### src/rtl/load_store_unit.sv
// RV32I load/store unit: a three-state IDLE/REQ/DONE sequencer between the core and a
// ready-handshake memory port, with lane steering, sign/zero extension and a request timeout.
module load_store_unit #(
   parameter int ADDR_W  = 32,
   parameter int TIMEOUT = 16
) (
   input  logic              clk,
   input  logic              reset,
   input  logic              start,
   input  logic              is_store,
   input  logic [2:0]        funct3,
   input  logic [ADDR_W-1:0] addr,
   input  logic [31:0]       store_data,
   input  logic              mem_ready,
   input  logic [31:0]       mem_rdata,
   output logic              busy,
   output logic              done,
   output logic              fault,
   output logic [31:0]       load_data,
   output logic              mem_req,
   output logic              mem_we,
   output logic [ADDR_W-1:0] mem_addr,
   output logic [31:0]       mem_wdata,
   output logic [3:0]        mem_be
);

   localparam int CNT_W = $clog2(TIMEOUT + 2);
   localparam logic [CNT_W-1:0] TO_V = CNT_W'(TIMEOUT);
   localparam bit TO_EN = (TIMEOUT != 0);

   typedef enum logic [1:0] {
      IDLE = 2'b00,
      REQ  = 2'b01,
      DONE = 2'b10
   } state_t;

   state_t            state_r, state_s;
   logic              is_store_r;
   logic [2:0]        funct3_r;
   logic [1:0]        off_r;
   logic [ADDR_W-1:0] addr_r;
   logic [31:0]       wdata_r;
   logic [3:0]        be_r;
   logic [31:0]       load_data_r;
   logic              fault_r;
   logic [CNT_W-1:0]  cnt_r;

   logic              fault_s;
   logic              capture_s;
   logic              load_en_s;
   logic              cnt_inc_s;
   logic [CNT_W-1:0]  cnt_plus_s;
   logic              timeout_hit_s;

   function automatic logic access_ok(input logic st, input logic [2:0] f3, input logic [1:0] off);
      logic ok;
      ok = 1'b0;
      case (f3)
         3'd0:    ok = 1'b1;
         3'd1:    ok = ~off[0];
         3'd2:    ok = (off == 2'b00);
         3'd4:    ok = ~st;
         3'd5:    ok = ~st & ~off[0];
         default: ok = 1'b0;
      endcase
      return ok;
   endfunction

   function automatic logic [3:0] store_be(input logic [2:0] f3, input logic [1:0] off);
      logic [3:0] be;
      be = 4'b0000;
      case (f3[1:0])
         2'd0:    be = 4'b0001 << off;
         2'd1:    be = 4'b0011 << off;
         2'd2:    be = 4'b1111;
         default: be = 4'b0000;
      endcase
      return be;
   endfunction

   function automatic logic [31:0] store_lanes(input logic [2:0] f3, input logic [31:0] d);
      logic [31:0] w;
      w = d;
      case (f3[1:0])
         2'd0:    w = {4{d[7:0]}};
         2'd1:    w = {2{d[15:0]}};
         default: w = d;
      endcase
      return w;
   endfunction

   function automatic logic [31:0] load_extend(input logic [2:0] f3, input logic [1:0] off,
                                               input logic [31:0] rdata);
      logic [31:0] sh;
      logic [31:0] r;
      sh = rdata >> {off, 3'b000};
      r  = rdata;
      case (f3)
         3'd0:    r = {{24{sh[7]}}, sh[7:0]};
         3'd1:    r = {{16{sh[15]}}, sh[15:0]};
         3'd2:    r = rdata;
         3'd4:    r = {24'h000000, sh[7:0]};
         3'd5:    r = {16'h0000, sh[15:0]};
         default: r = rdata;
      endcase
      return r;
   endfunction

   assign cnt_plus_s    = cnt_r + {{(CNT_W-1){1'b0}}, 1'b1};
   assign timeout_hit_s = TO_EN && (cnt_plus_s == TO_V);

   // Next-state decode; mem_ready is tested before the timeout so a late response still completes.
   always_comb begin
      state_s   = state_r;
      fault_s   = 1'b0;
      capture_s = 1'b0;
      load_en_s = 1'b0;
      cnt_inc_s = 1'b0;
      case (state_r)
         IDLE: begin
            if (start) begin
               capture_s = 1'b1;
               if (access_ok(is_store, funct3, addr[1:0])) begin
                  state_s = REQ;
               end else begin
                  state_s = DONE;
                  fault_s = 1'b1;
               end
            end else begin
               state_s = IDLE;
            end
         end
         REQ: begin
            if (mem_ready) begin
               state_s   = DONE;
               load_en_s = ~is_store_r;
            end else if (timeout_hit_s) begin
               state_s   = DONE;
               fault_s   = 1'b1;
               cnt_inc_s = 1'b1;
            end else begin
               state_s   = REQ;
               cnt_inc_s = 1'b1;
            end
         end
         DONE: begin
            state_s = IDLE;
         end
         default: begin
            state_s = IDLE;
         end
      endcase
   end

   // State, request capture, counter and load result registers.
   always_ff @(posedge clk or negedge reset) begin
      if (!reset) begin
         state_r     <= IDLE;
         is_store_r  <= 1'b0;
         funct3_r    <= 3'd0;
         off_r       <= 2'd0;
         addr_r      <= {ADDR_W{1'b0}};
         wdata_r     <= 32'h0000_0000;
         be_r        <= 4'b0000;
         load_data_r <= 32'h0000_0000;
         fault_r     <= 1'b0;
         cnt_r       <= {CNT_W{1'b0}};
      end else begin
         state_r <= state_s;
         fault_r <= fault_s;
         if (capture_s) begin
            is_store_r <= is_store;
            funct3_r   <= funct3;
            off_r      <= addr[1:0];
            addr_r     <= {addr[ADDR_W-1:2], 2'b00};
            wdata_r    <= store_lanes(funct3, store_data);
            be_r       <= is_store ? store_be(funct3, addr[1:0]) : 4'b0000;
            cnt_r      <= {CNT_W{1'b0}};
         end else if (cnt_inc_s) begin
            cnt_r <= cnt_plus_s;
         end
         if (load_en_s) begin
            load_data_r <= load_extend(funct3_r, off_r, mem_rdata);
         end
      end
   end

   assign busy      = (state_r != IDLE);
   assign done      = (state_r == DONE);
   assign fault     = fault_r;
   assign mem_req   = (state_r == REQ);
   assign mem_we    = mem_req & is_store_r;
   assign mem_be    = mem_req ? be_r : 4'b0000;
   assign mem_addr  = addr_r;
   assign mem_wdata = wdata_r;
   assign load_data = load_data_r;

endmodule

### config.mk
export PLATFORM = sky130hd
export DESIGN_NAME = load_store_unit
export DESIGN_NICKNAME = d
export VERILOG_FILES = /design/src/rtl/load_store_unit.sv
export SDC_FILE = /design/constraint.sdc
export NUM_CORES = 1
export LEC_CHECK = 0
export CAP_MARGIN = 10
export CORE_ASPECT_RATIO = 0.7
export CORE_MARGIN = 1
export CORE_UTILIZATION = 30
export DETAILED_ROUTE_END_ITERATION = 7
export GPL_ROUTABILITY_DRIVEN = 0
export GPL_TIMING_DRIVEN = 0
export PLACE_DENSITY_LB_ADDON = 0.12
export SLEW_MARGIN = 10
export SYNTH_ARGS = -nofsm -noshare
export SYNTH_HDL_FRONTEND = slang
export SYNTH_SLANG_ARGS = --single-unit
### constraint.sdc
create_clock -name clk -period 1.7 [get_ports clk]
set_input_delay 0.34 -clock clk [delete_from_list [all_inputs] [get_ports clk]]
set_output_delay 0.34 -clock clk [all_outputs]
set_load 0.005 [all_outputs]
After elaboration in Yosys (flattened, before gate mapping)
Index checks and enable logic that the tools add are counted.
{"block": "classes", "add_sub_neg": 1, "n_eq_ne": 12, "shifts": 3, "n_mux": 26, "n_bitwise": 5, "n_reduce_logical": 7}
{"op": "$pmux 32 s4", "n": 1}
{"op": "$pmux 32 s2", "n": 1}
{"op": "$shr 32x5->16", "n": 1}
{"op": "$eq 3x3->1 const B", "n": 4}
{"op": "$mux 1", "n": 12}
{"op": "$pmux 4 s3", "n": 1}
{"op": "$mux 5", "n": 2}
{"op": "$mux 2", "n": 4}
{"op": "$mux 4", "n": 2}
{"op": "$eq 3x1->1 const B", "n": 2}
{"op": "$logic_not 2->1", "n": 3}
{"op": "$logic_not 3->1", "n": 2}
{"op": "$add 5x1->5 const B", "n": 1}
{"op": "$eq 5x5->1 const B", "n": 1}
{"op": "$pmux 1 s5", "n": 1}
{"op": "$eq 2x1->1 const B", "n": 2}
{"op": "$eq 2x2->1 const B", "n": 2}
{"op": "$pmux 2 s2", "n": 1}
{"op": "$reduce_bool 2->1", "n": 2}
{"op": "$shl 1x2->4 const A", "n": 1}
{"op": "$shl 2x2->4 const A", "n": 1}
{"op": "$eq 3x2->1 const B", "n": 1}
{"op": "$not 1->1", "n": 3}
{"op": "$and 1x1->1", "n": 2}
{"op": "$pmux 1 s2", "n": 1}
{"block": "totals", "regBits": 112, "inputBits": 104, "out_inout_bits": 105, "elab_cells": 64}

Logic depth before layout (Yosys ltp)
Gate-level depths: netlist (run 1).
{"block": "depth", "word_depth": 8, "depth_mapped": 6, "depth_no_buf": 4}

Worst setup path before layout (run 1)
Ideal clock, no wire load.
{"block": "synth_path", "path_type": "register to register", "from": "reg off_r[0]", "to": "reg load_data_r[22], in the netlist load_data[22]", "setup_ps": 125, "arrival_ps": 1611, "t_required_ps": 1575, "path_slack_ps": -35, "path_stages_with_launch": 6, "n_path_buf": 1, "synth_period_minus_slack_ps": 1735, "cell_sequence": "dfrtp_1 mux4_2 nor2b_4 o31ai_4 buf_6 nand3_1"}
{"block": "synth_between", "elab_chain_cells": 2}
{"element": "start, declared", "line_no": "40", "source": "logic [1:0] off_r;"}
{"element": "start signal, assigned", "line_no": "174", "source": "off_r <= addr[1:0];"}
{"element": "$shr 32x5->16", "line_no": "96", "source": "sh = rdata >> {off, 3'b000};"}
{"element": "$pmux 32 s4", "line_no": "98", "source": "case (f3)"}
{"element": "end signal, assigned", "line_no": "183", "source": "load_data_r <= load_extend(funct3_r, off_r, mem_rdata);"}
{"element": "end, declared", "line_no": "44", "source": "logic [31:0] load_data_r;"}
Every way passes these cells.
A chain may end at the register's enable or synchronous reset.

Worst setup path after layout (run 1)
{"block": "layout_path", "from": "in mem_rdata[23]", "to": "reg load_data_r[31], in the netlist load_data[31]"}
{"block": "layout_between", "elab_chain_cells": 2}
{"element": "start, declared", "line_no": "15", "source": "input logic [31:0] mem_rdata,"}
{"element": "$shr 32x5->16", "line_no": "96"}
{"element": "$pmux 32 s4", "line_no": "98"}
Every way passes these cells.

==> out/metrics.cfg, run 1 <==
[placed_design]
portBuffers = 206
pre_cts_slack_ns = -1.27
placed_cells = 1031
hpwl_microns = 13800

[floorplanning]
die_h_microns = 113
num_io_pins = 209
rows = 40
die_w_microns = 160
core-area_sq_um = 17100
initial_core_util = 0.306
die-area_sq_um = 18000

[pwr]
seqPwrFrac = 0.388
pwr_density_cell_nw_per_um2 = 1260
power.switching_mw = 3.41
leakage_nw = 3.81
p_sw_frac = 0.323
pwr-share-clk = 0.212
finalPower_mw = 10.5
p_int_mw = 7.13
p_comb_frac = 0.400
max-vdd-ir-drop_mv = 0.606

[clocking]
worst_skew_pair.late_latency_ns = 0.35
cts_sinks = 112
cts-root-buf = clkbuf_16
tritoncts = yes
cts_made_buffers = 9
clockBufferDepth = 2
clkTransAtPathRegs_ns = 0.08
htree_levels = 3

[worst_setup_path]
reg2reg_slack_ns = -0.03
startpoint_type = input port
worst_path_most_repeated_cell = buf_6
cp_slowest_cell = mux4_2
max_stage_delay_ns = 0.51
arrival_ns = 2.00
required_ns = 1.94
crit_fanout = 5
path_cells = clkdlybuf4s50_1 > mux4_2 > nor2b_4 > o31ai_4 > buf_6 > buf_6 > nand3_2
worstSetupPathType = in2reg
cp-end-kind = flip-flop

[run_status]
status = complete, but fails checks
violations = setup timing

[timing]
fin_crit_ns = 1.76
fmaxAchievable_mhz = 568
finalCritPeriodShare = 1.04
setup_slack_ns = -0.0595
relSlewSlack = 0.622
rsz0062_at_grt = true
slew_violations = 0
clock_skew_ns = 0.00884
final_hold_viol_count = 0
whs_ns = 0.474
worst_pin_slew_ns = 0.566
finalSetupViolCount = 17

[routing]
final_antenna_net_count = 0
routedWlPerCell_microns = 17.3
drc = 0
drt_wl_total_microns = 18300
viasPerCell = 4.83
vias = 5120
dr.pass1.iters = 5
dr.first_iter.drc_count = 302

[cells_and_area]
area_growth_pct = 59.6
final_nets = 929
nFillCells = 1607
final-instance-count-excl-fill = 1060
diodes = 0
drive_gt1_frac = 0.136
final_common_cell = clkdlybuf4s50_1
layout_common_cells = clkdlybuf4s50_1, nand2_1, dfrtp_1, nor2_1

[global_routing]
grt.total_usage = 0.205
grt_pass1_wl_microns = 28600
grt_pass1_vias = 5234
grt_remaining_overflow = 0
grt_start_max_net_pins = 70
antenna_found_initial = 0

[run]
maxCapViolations = 0

[logic_synthesis]
ys_seq_area_frac = 0.534
synth_top_area_share = 0.534
ys_seq_elements = 112
yosysWarnings = 0
syn_avg_cell_area_sq_um = 8.86
synth_cells = 592
synthesis.area_sq_um = 5250
synthDistinctLibCells = 36
synth_largest_area_cell = dfrtp_1
synthTopCellsByArea = dfrtp_1, nand2_1, mux2i_1

[worst_hold_path]
hold_class = in2async

==> final timing paths <==
kind / cells after the start / to / start
max in group asynchronous: 3 / off_r[1] / reset
min in group clk: 2 / mem_addr[8] / mem_addr[8]
max reg2reg: 6 / load_data[31] / off_r[0]
min reg2reg: 2 / mem_addr[8] / mem_addr[8]
max: 7 / load_data[31] / mem_rdata[23]
min: 2 / load_data[4] / reset
==> kinds of logic (layout without fill, tap and decap cells) <==
group	after synthesis	after routing	share of synthesized area
mux	35	35	0.0692
fa+ha+maj	1	1	0.00239
xor+xnor	3	3	0.00501
other cells	1	2	0.000715
flops	112	112	0.534
buf+inv	41	277	0.0332
compound gates	90	90	0.100
simple gates	309	309	0.255
==> worst max-delay path: cells and delay by family <==
| kind | cells | cell delay (ns) |
|---|---|---|
| buffers and inverters | 3 | 0.75 |
| multiplexers | 1 | 0.51 |
| AND/OR/NAND/NOR | 2 | 0.21 |
| AO/OA/AOI/OAI | 1 | 0.17 |
==> metrics by stage <==
stage               instance area (sq um)  utilization  setup TNS [ns]
finish                               8370        0.489          -0.570
global route                         8370        0.489           -1.55
CTS                                  8240        0.481           -1.34
detailed placement                   7630        0.446          -87.22
global placement                     7600        0.444         -555.00
floorplan                            5250            -               0
==> flip-flops by register name (all words and copies together) (netlist names) <==
name and cells:
be_r 4, cnt_r 5, fault 1, funct3_r 3, is_store_r 1, load_data 32
mem_addr 30, mem_wdata 32, off_r 2, state_r 2
==> power groups by stage <==
| stage | Combinational (mW) | Clock, mW | Sequential [mW] |
|---|---|---|---|
| 2_1_floorplan | 1.38 | 0 | 4.09 |
| 3_3_place_gp | 3.90 | 0 | 4.04 |
| 3_5_place_dp | 3.95 | 0 | 4.08 |
| 4_1_cts | 4.12 | 2.31 | 4.08 |
| 5_1_grt | 4.58 | 2.42 | 4.21 |
| 6_report | 4.21 | 2.24 | 4.09 |
==> timing repair <==
item                       4_1_cts  5_1_grt
hold buffers                     1        0
hold endpoints to repair        43        0
resized for setup               73       67
gates cloned                     1        0
buffers inserted                16        0
setup endpoints to repair      117      103
pin swaps                        4        3
==> cell type report <==
cell class,count,area (sq um),area share
Clock inverter,7,92.6,0.0111
Buffer,34,215,0.0257
Multi-Input combinational cell,440,2460,0.294
Timing Repair Buffer,225,2270,0.271
Clock buffer,9,225,0.0269
Tap cell,231,289,0.0345
Inverter,2,7.51,0.000897
Sequential cell,112,2810,0.335
==> layer usage <==
| layer | global-route usage | vias to the layer above | wire length [microns] |
|---|---|---|---|
| met1 | 0.275 | 2497 | 8250 |
| met4 | 0.0597 | 0 | 322 |
| met3 | 0.0636 | 21 | 1370 |
| met2 | 0.318 | 167 | 8360 |
| met5 | 0 | - | 0 |
| li1 | - | 2435 | - |
==> cells in the mapped netlist <==
cell	count
a211oi_1	8
a211oi_2	1
a21bo_2	1
a21oi_1	31
a22o_1	3
a22oi_1	1
a31o_2	1
a32oi_1	1
and2_1	11
and3_1	2
and3b_1	1
buf_1	4
buf_2	4
buf_4	2
buf_6	1
clkbuf_1	28
conb_1	1
dfrtp_1	112
ha_1	1
inv_1	2
mux2i_1	34
mux4_2	1
nand2_1	181
nand2b_1	7
nand3_1	34
nand4b_1	1
nand4bb_1	1
nor2_1	51
nor2b_1	4
nor2b_4	1
nor3_1	3
nor3b_1	12
o21ai_0	39
o22ai_1	3
o31ai_4	1
xor2_1	3
Power figures use the tool's default switching activity.
==> run 2, diff against run 1 <==
--- a/config.mk
+++ b/config.mk
@@ -5,7 +5,7 @@
 export SDC_FILE = /design/constraint.sdc
 export NUM_CORES = 1
 export LEC_CHECK = 0
-export CAP_MARGIN = 10
+export CAP_MARGIN = 20
 export CORE_ASPECT_RATIO = 0.7
 export CORE_MARGIN = 1
 export CORE_UTILIZATION = 30
==> out/metrics.cfg, run 2 (synthesis results as in run 1) <==
[run_status]
status = complete, but fails checks
violations = setup timing

[pwr]
leakage_nw = 3.87  ; +1.7%
p_comb_frac = 0.403  ; +0.003
p_int_mw = 7.20  ; +0.97%
finalPower_mw = 10.6  ; +0.56%
pwr-share-clk = 0.212  ; about the same
max-vdd-ir-drop_mv = 0.692  ; +14%
p_sw_frac = 0.321  ; -0.00274
pwr_density_cell_nw_per_um2 = 1250  ; -0.40%
seqPwrFrac = 0.385  ; -0.003
power.switching_mw = 3.40  ; -0.29%

[cells_and_area]
final_nets = 942  ; +1.4%
drive_gt1_frac = 0.146  ; +0.00977
diodes = 0  ; unchanged
layout_common_cells = clkdlybuf4s50_1, nand2_1, dfrtp_1, nor2_1, mux2i_1
final_common_cell = clkdlybuf4s50_1
area_growth_pct = 61.1
final-instance-count-excl-fill = 1073  ; +1.2%

[routing]
drc = 0  ; unchanged
viasPerCell = 4.82  ; -0.23%
dr.pass1.iters = 5  ; unchanged
final_antenna_net_count = 0  ; unchanged
drt_wl_total_microns = 18700  ; +2.1%
vias = 5171  ; +1.0%
routedWlPerCell_microns = 17.4  ; +0.83%
dr.first_iter.drc_count = 283  ; -6.3%

[floorplanning]
initial_core_util = 0.306  ; unchanged
rows = 40  ; unchanged
num_io_pins = 209  ; unchanged
die_w_microns = 160  ; unchanged
die_h_microns = 113  ; unchanged
die-area_sq_um = 18000  ; unchanged
core-area_sq_um = 17100  ; unchanged

[run]
maxCapViolations = 0  ; unchanged

[global_routing]
antenna_found_initial = 0  ; unchanged
grt_pass1_wl_microns = 29200  ; +2.0%
grt_pass1_vias = 5217  ; -0.32%
grt.total_usage = 0.208  ; +0.00335
grt_start_max_net_pins = 70  ; unchanged
grt_remaining_overflow = 0  ; unchanged

[clocking]
cts-root-buf = clkbuf_16
cts_made_buffers = 9  ; unchanged
tritoncts = yes
worst_skew_pair.late_latency_ns = 0.35  ; about the same
htree_levels = 3  ; unchanged
cts_sinks = 112  ; unchanged
clkTransAtPathRegs_ns = 0.07  ; about the same
clockBufferDepth = 2  ; unchanged

[worst_setup_path]
worst_path_most_repeated_cell = buf_6
required_ns = 1.92  ; -0.02 ns
arrival_ns = 2.00  ; about the same
worstSetupPathType = in2reg
reg2reg_from = off_r[0]
cp-startpoint = mem_rdata[31]
path_cells = clkdlybuf4s50_1 > mux4_2 > buf_6 > buf_6 > a211oi_4 > buf_6 > a211oi_2
max_stage_delay_ns = 0.51  ; about the same
startpoint_type = input port
crit_fanout = 6  ; +1
cp_slowest_cell = mux4_2
critical_path.top_delay_family = buffers and inverters
path_buf_inv = 4  ; +1
cp-end-kind = flip-flop

[timing]
relSlewSlack = 0.620  ; -0.00250
fin_crit_ns = 1.78  ; +0.0198 ns
rsz0062_at_grt = true
worst_pin_slew_ns = 0.569  ; +0.00375 ns
finalSetupViolCount = 24  ; +7
setup_tns_ns = -1.23  ; -0.660 ns
setup_slack_ns = -0.0793  ; -0.0198 ns
final_hold_viol_count = 0  ; unchanged
fmaxAchievable_mhz = 562  ; -1.1%
slew_violations = 0  ; unchanged
clock_skew_ns = 0.00655  ; -0.00229 ns
finalCritPeriodShare = 1.05  ; +0.0117

[placed_design]
placed_cells = 1032  ; +0.097%
portBuffers = 206  ; unchanged
hpwl_microns = 13900  ; +0.70%
pre_cts_slack_ns = -0.818  ; +0.449 ns

[worst_hold_path]
hold_class = in2async

run 2: cell types whose count changed in the layout (fill, tap and decap cells not counted), moves of 3 or more:
cell and delta:
clkbuf_2 -4, buf_6 +4, buf_4 +10, o21ai_0 -3, clkbuf_1 +3
run 2: timing repair:
item,CTS,global route
hold buffers,1,0
setup buffers,18,7
setup endpoints to repair,114,106
gates cloned,1,2
pin swaps,2,8
hold endpoints to repair,43,0
gates resized for setup,84,64
run 2: through the flow:
| step | cell area [sq um] | hold WS, ns | utilization |
|---|---|---|---|
| after detailed placement | 7630 | 0.297 | 0.446 |
| after floorplan | 5250 | 0.0444 | - |
| after global placement | 7600 | 0.455 | 0.444 |
| after CTS | 8270 | 0.483 | 0.483 |
| final | 8450 | 0.476 | 0.494 |
| after global routing | 8450 | 0.496 | 0.494 |
run 2: worst register-to-register path: cells and delay by family, from the launching register on:
family          cells  cell delay [ns]
mux                 1             0.54
compound gates      2             0.28
buf+inv             3             0.41
flops               1             0.41
run 2: path summary, 6_finish.rpt:
kind / depth (start not counted) / slack, ns / to
max: 7 / -0.08 / load_data[13]
min: 2 / 0.48 / load_data[4]
max reg2reg: 6 / -0.07 / load_data[13]
min reg2reg: 2 / 0.48 / mem_addr[23]
max in group asynchronous: 3 / 0.52 / off_r[1]
min in group clk: 2 / 0.48 / mem_addr[23]
run 2: area by class of cell:
| type | instances | area [sq um] |
|---|---|---|
| inverters | 2 | 7.51 |
| clock buffers | 10 | 239 |
| plain buffers | 35 | 224 |
| clock inverters | 6 | 72.6 |
| flip-flops and latches | 112 | 2810 |
| multi-input cells | 440 | 2460 |
| well taps | 231 | 289 |
| fillers | 1635 | 8670 |
| repair buffers | 237 | 2360 |
run 2: power by group through the flow:
stage,logic (mW),registers (mW),clock network (mW)
floorplan,1.38,4.09,0
global placement,3.90,4.04,0
detailed placement,3.95,4.08,0
CTS,4.17,4.08,2.32
global route,4.65,4.20,2.41
finish,4.27,4.08,2.24
run 2: metal layers:
| layer | track usage | part of all wire | routed length (microns) | vias up |
|---|---|---|---|---|
| li1 | - | - | - | 2452 |
| met1 | 0.290 | 0.46 | 8620 | 2517 |
| met2 | 0.326 | 0.45 | 8380 | 185 |
| met3 | 0.0514 | 0.076 | 1410 | 17 |
| met4 | 0.0502 | 0.015 | 273 | 0 |
| met5 | 0 | 0 | 0 | - |
==> run 3, diff against run 2 <==
--- a/config.mk
+++ b/config.mk
@@ -5,12 +5,12 @@
 export SDC_FILE = /design/constraint.sdc
 export NUM_CORES = 1
 export LEC_CHECK = 0
+export ABC_CLOCK_PERIOD_IN_PS = 1700
 export CAP_MARGIN = 20
 export CORE_ASPECT_RATIO = 0.7
-export CORE_MARGIN = 1
+export CORE_MARGIN = 1.5
 export CORE_UTILIZATION = 30
 export DETAILED_ROUTE_END_ITERATION = 7
-export GPL_ROUTABILITY_DRIVEN = 0
 export GPL_TIMING_DRIVEN = 0
 export PLACE_DENSITY_LB_ADDON = 0.12
 export SLEW_MARGIN = 10
==> out/metrics.cfg, run 3 (synthesis results as in run 1) <==
[floorplanning]
die_h_microns = 114  ; +0.89%
die-area_sq_um = 18300  ; +1.5%
die_w_microns = 161  ; +0.62%
core-area_sq_um = 17100  ; unchanged
initial_core_util = 0.306  ; unchanged
rows = 40  ; unchanged
num_io_pins = 209  ; unchanged

[timing]
rsz0062_at_grt = true
slew_violations = 0  ; unchanged
clock_skew_ns = 0.0125  ; +0.00594 ns
whs_ns = 0.447  ; -0.0287 ns
setup_slack_ns = -0.0444  ; +0.0349 ns
fin_crit_ns = 1.74  ; -0.0349 ns
worst_pin_slew_ns = 0.565  ; -0.00412 ns
finalSetupViolCount = 17  ; -29%
final_hold_viol_count = 0  ; unchanged
setup_tns_ns = -0.554  ; +0.677 ns
relSlewSlack = 0.623  ; +0.00275
fmaxAchievable_mhz = 573  ; +2.0%
finalCritPeriodShare = 1.03  ; -0.0206

[global_routing]
grt.total_usage = 0.200  ; -0.00886
grt_start_max_net_pins = 81  ; +16%
antenna_found_initial = 0  ; unchanged
grt_pass1_vias = 5061  ; -3.0%
grt_remaining_overflow = 0  ; unchanged
grt_pass1_wl_microns = 28100  ; -3.6%

[worst_setup_path]
cp-end-kind = flip-flop
crit_fanout = 5  ; -1
path_cells = mux4_2 > nor2b_4 > o31ai_4 > buf_6 > nand3_2
reg2regPathDepth = 5  ; -1
reg2reg_slack_ns = -0.04  ; +0.03 ns
r2r_end = load_data[31]
max_stage_delay_ns = 0.53  ; +0.02 ns
cp-endpoint = load_data[31]
reg2reg_from = off_r[0]
required_ns = 1.94  ; +0.02 ns
worstSetupPathType = reg2reg
arrival_ns = 1.99  ; about the same
cp-startpoint = off_r[0]
cp_slowest_cell = mux4_2
startpoint_type = flip-flop

[routing]
routedWlPerCell_microns = 17.1  ; -1.8%
dr.first_iter.drc_count = 294  ; +3.9%
drc = 0  ; unchanged
viasPerCell = 4.72  ; -2.0%
dr.pass1.iters = 5  ; unchanged
drt_wl_total_microns = 18100  ; -3.1%
final_antenna_net_count = 0  ; unchanged
vias = 5003  ; -3.2%

[placed_design]
hpwl_microns = 13700  ; -1.6%
gp_congestion = 0.871
placed_cells = 1032  ; unchanged
pre_cts_slack_ns = -0.868  ; -0.0498 ns
placed_area_sq_um = 7630  ; unchanged
portBuffers = 206  ; unchanged

[run_status]
status = complete, but fails checks
violations = setup timing

[cells_and_area]
final_nets = 929  ; -1.4%
area_growth_pct = 57.0
final-instance-count-excl-fill = 1059  ; -1.3%
regArea_sq_um = 2800  ; about the same
drive_gt1_frac = 0.123  ; -0.0229
layout_common_cells = clkdlybuf4s50_1, nand2_1, dfrtp_1, nor2_1, o21ai_0
nFillCells = 1660  ; +1.5%
multiInputGateArea_sq_um = 2440  ; -0.66%
diodes = 0  ; unchanged
postLayoutCellArea_sq_um = 8230  ; -2.6%
final_common_cell = clkdlybuf4s50_1
post-route-util = 0.481  ; -0.0127

[clocking]
htree_levels = 3  ; unchanged
cts_made_buffers = 9  ; unchanged
worst_skew_pair.late_latency_ns = 0.36  ; about the same
cts_sinks = 112  ; unchanged
cts-root-buf = clkbuf_16
tritoncts = yes
clkTransAtPathRegs_ns = 0.08  ; about the same
clockBufferDepth = 2  ; unchanged

[run]
maxCapViolations = 0  ; unchanged

[pwr]
finalPower_mw = 10.2  ; -3.4%
leakage_nw = 3.76  ; -2.8%
pwr_density_cell_nw_per_um2 = 1240  ; -0.82%
max-vdd-ir-drop_mv = 0.713  ; +3.0%

[worst_hold_path]
hold_class = in2async

==> run 3: changes by cell type in the layout (fill, tap and decap cells not counted), moves of 3 or more <==
| cell | before | now |
|---|---|---|
| buf_6 | 22 | 10 |
| o21ai_0 | 31 | 39 |
| clkbuf_2 | 10 | 17 |
| o21ai_1 | 7 | 0 |
| buf_2 | 10 | 6 |
| a211oi_1 | 5 | 8 |
| a211oi_2 | 3 | 0 |
==> run 3: routing by layer <==
metal	part of all wire	track usage
met1	0.48	0.285
met2	0.45	0.306
met3	0.057	0.0469
met4	0.012	0.0488
met5	0	0
==> run 3: what timing repair did <==
action                                  CTS  global route
gates cloned                              1             0
pin swaps                                 2             7
hold buffers                              1             0
gates resized for setup                  59            54
endpoints found under the setup margin  113            97
setup buffers                            12             2
endpoints found under the hold margin    32             0
==> run 3: how the worst min path moves through the flow <==
stage	startpoint	endpoint
2_1_floorplan	reset	be_r[0]
3_3_place_gp	be_r[3]	be_r[3]
3_5_place_dp	reset	mem_addr[26]
4_1_cts	reset	mem_addr[26]
5_1_grt	mem_rdata[23]	load_data[23]
6_report	reset	mem_addr[26]
==> run 3: layout make-up <==
class / instances / area share
sequential: 112 / 0.341
multi-input combinational: 440 / 0.296
timing repair buffer: 224 / 0.271
tap: 231 / 0.0351
clock buffer: 9 / 0.0274
buffer: 35 / 0.0237
clock inverter: 6 / 0.00532
inverter: 2 / 0.000912
==> run 3: where the power goes <==
group,switching [mW],internal (mW)
clock network,1.02,0.997
registers,0.563,3.53
logic,1.74,2.38
total,3.33,6.91
==> run 3: worst max-delay path: cells and delay by family, from the launching register on <==
| kind | cells | cell delay [ns] |
|---|---|---|
| flops | 1 | 0.39 |
| compound gates | 1 | 0.31 |
| mux | 1 | 0.53 |
| simple gates | 2 | 0.22 |
| buf+inv | 1 | 0.19 |
